$ cat config.mk
export PLATFORM = sky130hd
export DESIGN_NAME = demux_4_stream
export DESIGN_NICKNAME = d
export VERILOG_FILES = /design/src/rtl/demux_4_stream_pkg.sv /design/src/rtl/demux_slot_fifo.sv /design/src/rtl/demux_4_stream.sv
export SDC_FILE = /design/constraint.sdc
export NUM_CORES = 1
export LEC_CHECK = 0
export CORE_UTILIZATION = 30
export DETAILED_ROUTE_END_ITERATION = 6
export GPL_ROUTABILITY_DRIVEN = 0
export PLACE_DENSITY = 0.57
export RECOVER_POWER = 50
export SYNTH_ARGS = -nofsm -noshare
export SYNTH_HDL_FRONTEND = slang
export SYNTH_SLANG_ARGS = --single-unit
export TNS_END_PERCENT = 20
$ cat constraint.sdc
create_clock -name clock -period 6.2 [get_ports clock]
set_input_delay 1.86 -clock clock [delete_from_list [all_inputs] [get_ports clock]]
set_output_delay 1.86 -clock clock [all_outputs]
set_load 0.01 [all_outputs]
$ cat src/rtl/demux_4_stream_pkg.sv
// Shared definitions for the 4-channel stream demultiplexer: channel count,
// per-channel FIFO depth, index/count types and a select decode helper.
package demux_4_stream_pkg;

    localparam int NUM_CH   = 4;
    localparam int CH_DEPTH = 2;

    typedef logic [1:0] ch_idx_t;
    typedef logic [1:0] cnt_t;

    // One-hot decode of a destination channel index.
    function automatic logic [NUM_CH-1:0] ch_onehot(input ch_idx_t sel);
        logic [NUM_CH-1:0] oh;
        oh      = '0;
        oh[sel] = 1'b1;
        return oh;
    endfunction

endpackage

$ cat src/rtl/demux_slot_fifo.sv
// Two-entry FIFO used as one consumer channel of demux_4_stream.
// Storage is not reset; only count and pointers are. The head entry is a
// combinational read of registered storage.
module demux_slot_fifo
    import demux_4_stream_pkg::*;
#(
    parameter int WIDTH = 32
) (
    input  logic             clock,
    input  logic             reset_n,
    input  logic             push,
    input  logic             pop,
    input  logic [WIDTH-1:0] wdata,
    output logic             full,
    output logic             empty,
    output logic [WIDTH-1:0] head
);

    logic [WIDTH-1:0] mem_q [CH_DEPTH];
    logic             wp_q, wp_d;
    logic             rp_q, rp_d;
    cnt_t             count_q, count_d;
    logic             wr_en;
    logic             rd_en;

    // Qualify requests locally so the FIFO can never over- or underflow.
    always_comb begin
        full    = (count_q == cnt_t'(CH_DEPTH));
        empty   = (count_q == '0);
        wr_en   = push && !full;
        rd_en   = pop && !empty;
        wp_d    = wp_q ^ wr_en;
        rp_d    = rp_q ^ rd_en;
        count_d = count_q;
        case ({wr_en, rd_en})
            2'b10:   count_d = count_q + cnt_t'(1);
            2'b01:   count_d = count_q - cnt_t'(1);
            default: count_d = count_q;
        endcase
        head    = mem_q[rp_q];
    end

    // Count and pointers: cleared asynchronously, pending words discarded.
    always_ff @(posedge clock or negedge reset_n) begin
        if (!reset_n) begin
            count_q <= '0;
            wp_q    <= 1'b0;
            rp_q    <= 1'b0;
        end else begin
            count_q <= count_d;
            wp_q    <= wp_d;
            rp_q    <= rp_d;
        end
    end

    // Data storage: written at the write pointer, deliberately not reset.
    always_ff @(posedge clock) begin
        if (wr_en) begin
            mem_q[wp_q] <= wdata;
        end
    end

endmodule

$ cat src/rtl/demux_4_stream.sv
// demux_4_stream: steers one tagged producer stream into four consumer
// channels, each buffered by a 2-entry FIFO so a stalled consumer only
// blocks words addressed to it.
// Optional build macro DEMUX4_STREAM_BYPASS_EN: a word addressed to an empty
// channel whose consumer is ready passes straight through in the same cycle
// without being written to the FIFO.
//
// Handshake: a word moves on a rising edge when valid && ready are both high
// on that interface; the sender holds data/select stable while valid is high
// and ready is low. in_ready depends only on registered channel counts and
// in_select, never on out_ready.
module demux_4_stream
    import demux_4_stream_pkg::*;
#(
    parameter int WIDTH = 32
) (
    input  logic             clock,
    input  logic             reset_n,
    input  logic             in_valid,
    output logic             in_ready,
    input  logic [1:0]       in_select,
    input  logic [WIDTH-1:0] in_data,
    output logic [3:0]       out_valid,
    input  logic [3:0]       out_ready,
    output logic [WIDTH-1:0] out_data0,
    output logic [WIDTH-1:0] out_data1,
    output logic [WIDTH-1:0] out_data2,
    output logic [WIDTH-1:0] out_data3
);

    logic [NUM_CH-1:0] sel_oh;
    logic [NUM_CH-1:0] full;
    logic [NUM_CH-1:0] empty;
    logic [NUM_CH-1:0] wr;
    logic [NUM_CH-1:0] rd;
    logic              accept;
    logic [WIDTH-1:0]  head    [NUM_CH];
    logic [WIDTH-1:0]  data_mx [NUM_CH];

`ifdef DEMUX4_STREAM_BYPASS_EN
    logic [NUM_CH-1:0] bypass;

    // Pass-through is taken when the addressed channel is empty and its consumer is ready.
    always_comb bypass = sel_oh & empty & out_ready;
`else
    localparam logic [NUM_CH-1:0] bypass = '0;
`endif

    // Select decode, ready mux and per-channel push/pop/output steering.
    always_comb begin
        sel_oh   = ch_onehot(ch_idx_t'(in_select));
        in_ready = !full[in_select];
        accept   = in_valid && in_ready;
        for (int k = 0; k < NUM_CH; k++) begin
            wr[k]        = accept && sel_oh[k] && !bypass[k];
            rd[k]        = !empty[k] && out_ready[k];
            out_valid[k] = !empty[k] || (bypass[k] && in_valid);
            data_mx[k]   = bypass[k] ? in_data : head[k];
        end
    end

    always_comb begin
        out_data0 = data_mx[0];
        out_data1 = data_mx[1];
        out_data2 = data_mx[2];
        out_data3 = data_mx[3];
    end

    for (genvar g = 0; g < NUM_CH; g++) begin : g_ch
        demux_slot_fifo #(
            .WIDTH (WIDTH)
        ) u_fifo (
            .clock   (clock),
            .reset_n (reset_n),
            .push    (wr[g]),
            .pop     (rd[g]),
            .wdata   (in_data),
            .full    (full[g]),
            .empty   (empty[g]),
            .head    (head[g])
        );
    end

endmodule

* Yosys cells after proc, flatten, opt, wreduce, memory -nomap -nowiden
Memories as Yosys holds them, arrays and structs flattened. Cells that the tools add are included.
Operators by class: $add $sub $neg 8, $lt $le $gt $ge 2, equal/unequal tests 12, muxes and demuxes 16, bitwise operators 8, reductions and logical operators 35
Operators by type and width (count):
- $logic_and A1 B1 Y1 | 18
- $eq A2 B2 Y1 const B | 8
- $pmux W2 S2 | 4
- $mux W1 | 10
- $logic_not A1 Y1 | 9
- $add A2 B1 Y2 const B | 4
- $eq A2 B1 Y1 const B | 4
- $logic_not A2 Y1 | 4
- $reduce_bool A2 Y1 | 4
- $sub A2 B1 Y2 const B | 4
- $xor A1 B1 Y1 | 8
- $lt A2 B3 Y1 const B | 1
- $bmux W1 S2 | 1
- $demux W1 S2 | 1
- $ge A2 B1 Y1 const B | 1
Storage, ports and cells: register bits after elaboration 16, bits in writable memories 256, output and inout bits 133, word-level logic and storage cells 97, memories kept 4
Memories:
- g_ch[0].u_fifo.mem_q | depth 2, bits a word 32, rd ports 1, clocked after memory_dff 0, wr ports 1, RTL line demux_slot_fifo.sv:19 | logic [WIDTH-1:0] mem_q [CH_DEPTH];
- g_ch[1].u_fifo.mem_q | depth 2, bits a word 32, rd ports 1, clocked after memory_dff 0, wr ports 1, RTL line demux_slot_fifo.sv:19
- g_ch[2].u_fifo.mem_q | depth 2, bits a word 32, rd ports 1, clocked after memory_dff 0, wr ports 1, RTL line demux_slot_fifo.sv:19
- g_ch[3].u_fifo.mem_q | depth 2, bits a word 32, rd ports 1, clocked after memory_dff 0, wr ports 1, RTL line demux_slot_fifo.sv:19

* Logic depth before layout (Yosys ltp)
word-level depth 9, depth in mapped cells 7, depth with buffers taken out 7

* Hierarchy
Synthesis repeated with hierarchy kept, for this count alone.
Second synthesis, totals: cells, all modules 495, area, all modules 10809.1 µm²
Modules (own cells, without submodules):
- demux_slot_fifo | times used 4, cells an instance 120, area each 2676.3 µm², sequential area each 2021.9 µm²
- demux_4_stream | times used 1, cells an instance 15, area each 103.8 µm², sequential area each 0.0 µm²

* Worst setup path after synthesis
OpenSTA, ideal clock, no wires.
path kind in2out, start point input port in_select[0], end point output port in_ready, data arrival time 2.366 ns, required time 4.340 ns, slack 1.974 ns, stages 1, cell sequence mux4_2
Between the ends: word-level cells in the longest chain between the ends 3
Ends and longest elaborated chain:
- from (decl) | RTL line demux_4_stream.sv:21 | input logic [1:0] in_select,
- $bmux W1 S2 | RTL line demux_4_stream.sv:52 | in_ready = !full[in_select];
- $mux W1 (implied by the code) | RTL line demux_4_stream.sv:52
- $logic_not A1 Y1 | RTL line demux_4_stream.sv:52
- to (decl) | RTL line demux_4_stream.sv:20 | output logic in_ready,
No other way between the ends. The select of a mux whose other input is x is not followed.

* Worst setup path after layout
Ends and elaborated chain as after synthesis.

==> metrics <==
synth warn=0; Multi-input gate area=between 1500 and 2000 um^2; CP Capture Type=primary output; Buffers on Ports=about 170; Clk pwr share=0.299; DRC=0; clock sink total=around 270; Yosys top cell area share=0.752; period utilisation layout=0.864; status=complete, but fails checks; Switching Fraction=0.275; Final Hold Fails=0; worst hold margin=between 500 and 600 ps; layout cells sized above 1=0.0912; Avg Inst Size Synth=21.2 um^2; peak supply drop=roughly 230 uV; via count=between 4k and 5k; Synth-to-Final Area Change=29.7%; number of distinct library cells after synthesis=23; wire per inst=roughly 18 um; Die W=about 190 um; combinational share of power=0.246; Post-Synth XOR/XNOR Area=0.0137; CP max stage delay=just over 600 ps; MaxCap Viol Count=2; flops & latches, synth=between 200 and 300; Mapped Cells=roughly 480; die footprint=34800 um^2; leak pwr=between 4 and 5 nW; Final Non-Filler Cells=roughly 1.1k; worst slew slack as a fraction of its limit=-0.246; most frequent cells in the layout=edfxtp_1 (256), clkdlybuf4s50_1 (139), mux2_1 (116), dlygate4sd3_1 (34), clkbuf_16 (31); Via-to-Cell Ratio=around 4.2; TritonCTS clock tree=done; die span in y=about 190 um; Inst Count DP=1087; detailed-route wire length=between 20 and 25 mm; unrepaired setup endpoints after global routing=no; Pwr per Cell Area=410 nW/um^2; FMAX=approximately 190 MHz; fill count=around 3.0k; 1st-iter DRT viols=~250; Net Count, Synth=between 500 and 600; Power Total=approximately 5.4 mW; Synth Area in Compound Gates=0; grt total ovfl=0; DRT Pass-1 Iters=4; Tmin final=between 5000 and 6000 ps; EDFF count, synth=~260; Area contributors post-synth=edfxtp_1 (75%), mux2_1 (13%), dfrtp_1 (3.9%); Final Skew=10.3 ps; worst skew pair latency=540 ps; failing checks=capacitance limit, slew limit; Hold Crit Class=reg2reg; Post-CTS Setup Inserts=0; P_int=approximately 3.9 mW; CP cell instances=dlygate4sd3_1, mux4_2, clkdlybuf4s50_1; register area share after synthesis=0.791; # nets final=between 700 and 800; Clock Path Buffers=3; Worst setup SP type=primary input; Fin Setup TNS=0 ps; Slew Limit Fails=66; core area=33500 um^2; Flop pwr share=0.455; Storage cell area=8090 um^2; cell taking the most area after synthesis=edfxtp_1; Crit Path Max Fanout=5; largest net degree at the start of global routing=34; adder-cell share of the synthesized area=0.0147; first-pass GRT wire length=roughly 31 mm; Slew @ Worst Pin=about 1900 ps; Final setup viols=0; TritonCTS buffer count=30; Rows=67; Crit-path slowest cell=dlygate4sd3_1; placed cell area=between 10000 and 15000 um^2; Initial Util=0.305; post-cts resize count=0; dpl hpwl=approximately 12 mm; post-synthesis mux area share=0.143; vias in the first global route=about 5k; Crit Path Class=in2out; GRT Util Overall=0.119; Routed Antenna Nets=0; CTS Root Cell=clkbuf_16; H-tree depth=1; num ports=between 150 and 200; Mapped Area=approximately 10000 um^2; WP data required=between 4000 and 5000 ps; largest family of logic cells by synthesized area=multiplexers; net switching power figure=between 1 and 1.5 mW; Reg clk slew, reported paths=approximately 60 ps; Async SR Flop Fraction=0.0588; most common cell after layout, fill and taps aside=edfxtp_1; Primary FF master, synth=edfxtp_1; Post-Synth Simple-Gate Area=0.0173; initial antenna violation count=0; n_diodes=0; design area=between 10000 and 15000 um^2; CTS hold repair buffers=0; WP data arrival=between 3000 and 4000 ps
cells in the mapped netlist, types with 2 or more instances:
library cell and number:
buf_2 4, xnor2_1 8, or2_1 4, nor2b_1 3
and2_4 4, nand2b_4 2, dfrtp_1 16, inv_2 2
ha_1 12, inv_1 10, xor2_1 8, nor2_1 4
edfxtp_1 256, nand2b_1 3, mux2_2 12, mux2_1 116
buf_6 12
power by group through the flow:
stage	Sequential, mW	Combinational (mW)	Clock [mW]
floorplan	2.28	0.873	0
global placement	2.52	1.37	0
detailed placement	2.53	1.37	0
CTS	2.49	1.38	1.67
global route	2.51	1.43	1.74
finish	2.47	1.34	1.63
metal layers:
metal  global-route usage  up-vias  part of all wire
met5                    0        -                 0
met1                0.160     2438              0.46
met4               0.0318        0             0.020
met2                0.189      136              0.46
met3               0.0310       32             0.062
li1                     -     2232                 -
through the flow:
| step | util | setup WS [ps] |
|---|---|---|
| 6_report | 0.395 | 843 |
| 5_1_grt | 0.395 | 781 |
| 4_1_cts | 0.396 | 917 |
| 3_5_place_dp | 0.369 | 925 |
| 3_3_place_gp | 0.369 | 928 |
| 2_1_floorplan | - | 1970 |
sequential cells by signal, summed over array words and instances, names as in the netlist:
register and count:
g_ch.u_fifo.wp_q 4, g_ch.u_fifo.count_q 8, g_ch.u_fifo.mem_q 256, g_ch.u_fifo.rp_q 4
area by class of cell:
class	count	area share
clock buffer	37	0.0602
clock inverter	15	0.00746
inverter	12	0.00340
multi-input combinational	182	0.146
sequential	272	0.610
tap	448	0.0423
timing repair buffer	173	0.131
path summary, 6_finish.rpt:
check	start	to	slack [ps]	depth (start not counted)
setup / recovery	in_select[0]	in_ready	840	3
hold / removal	g_ch[1].u_fifo.count_q[1]$_DFFE_PN0P_	g_ch[1].u_fifo.count_q[1]$_DFFE_PN0P_	510	1
setup reg to reg	g_ch[2].u_fifo.count_q[0]$_DFFE_PN0P_	g_ch[2].u_fifo.mem_q[1][13]$_DFFE_PP_	3570	4
hold reg to reg	g_ch[1].u_fifo.count_q[1]$_DFFE_PN0P_	g_ch[1].u_fifo.count_q[1]$_DFFE_PN0P_	510	1
max in group asynchronous	reset_n	g_ch[2].u_fifo.rp_q$_DFF_PN0_	3810	1
min in group asynchronous	reset_n	g_ch[0].u_fifo.count_q[0]$_DFFE_PN0P_	1850	1
worst max-delay path: cells and delay by family:
| kind | cells | cell delay [ps] |
|---|---|---|
| buffers and inverters | 2 | 1110 |
| multiplexers | 1 | 520 |
kinds of logic after synthesis:
family | count (synthesis)
buf+inv | 28
mux | 129
simple gates | 25
xor+xnor | 16
fa+ha+maj | 12
flops | 272
(Power assumes the default switching activity.)
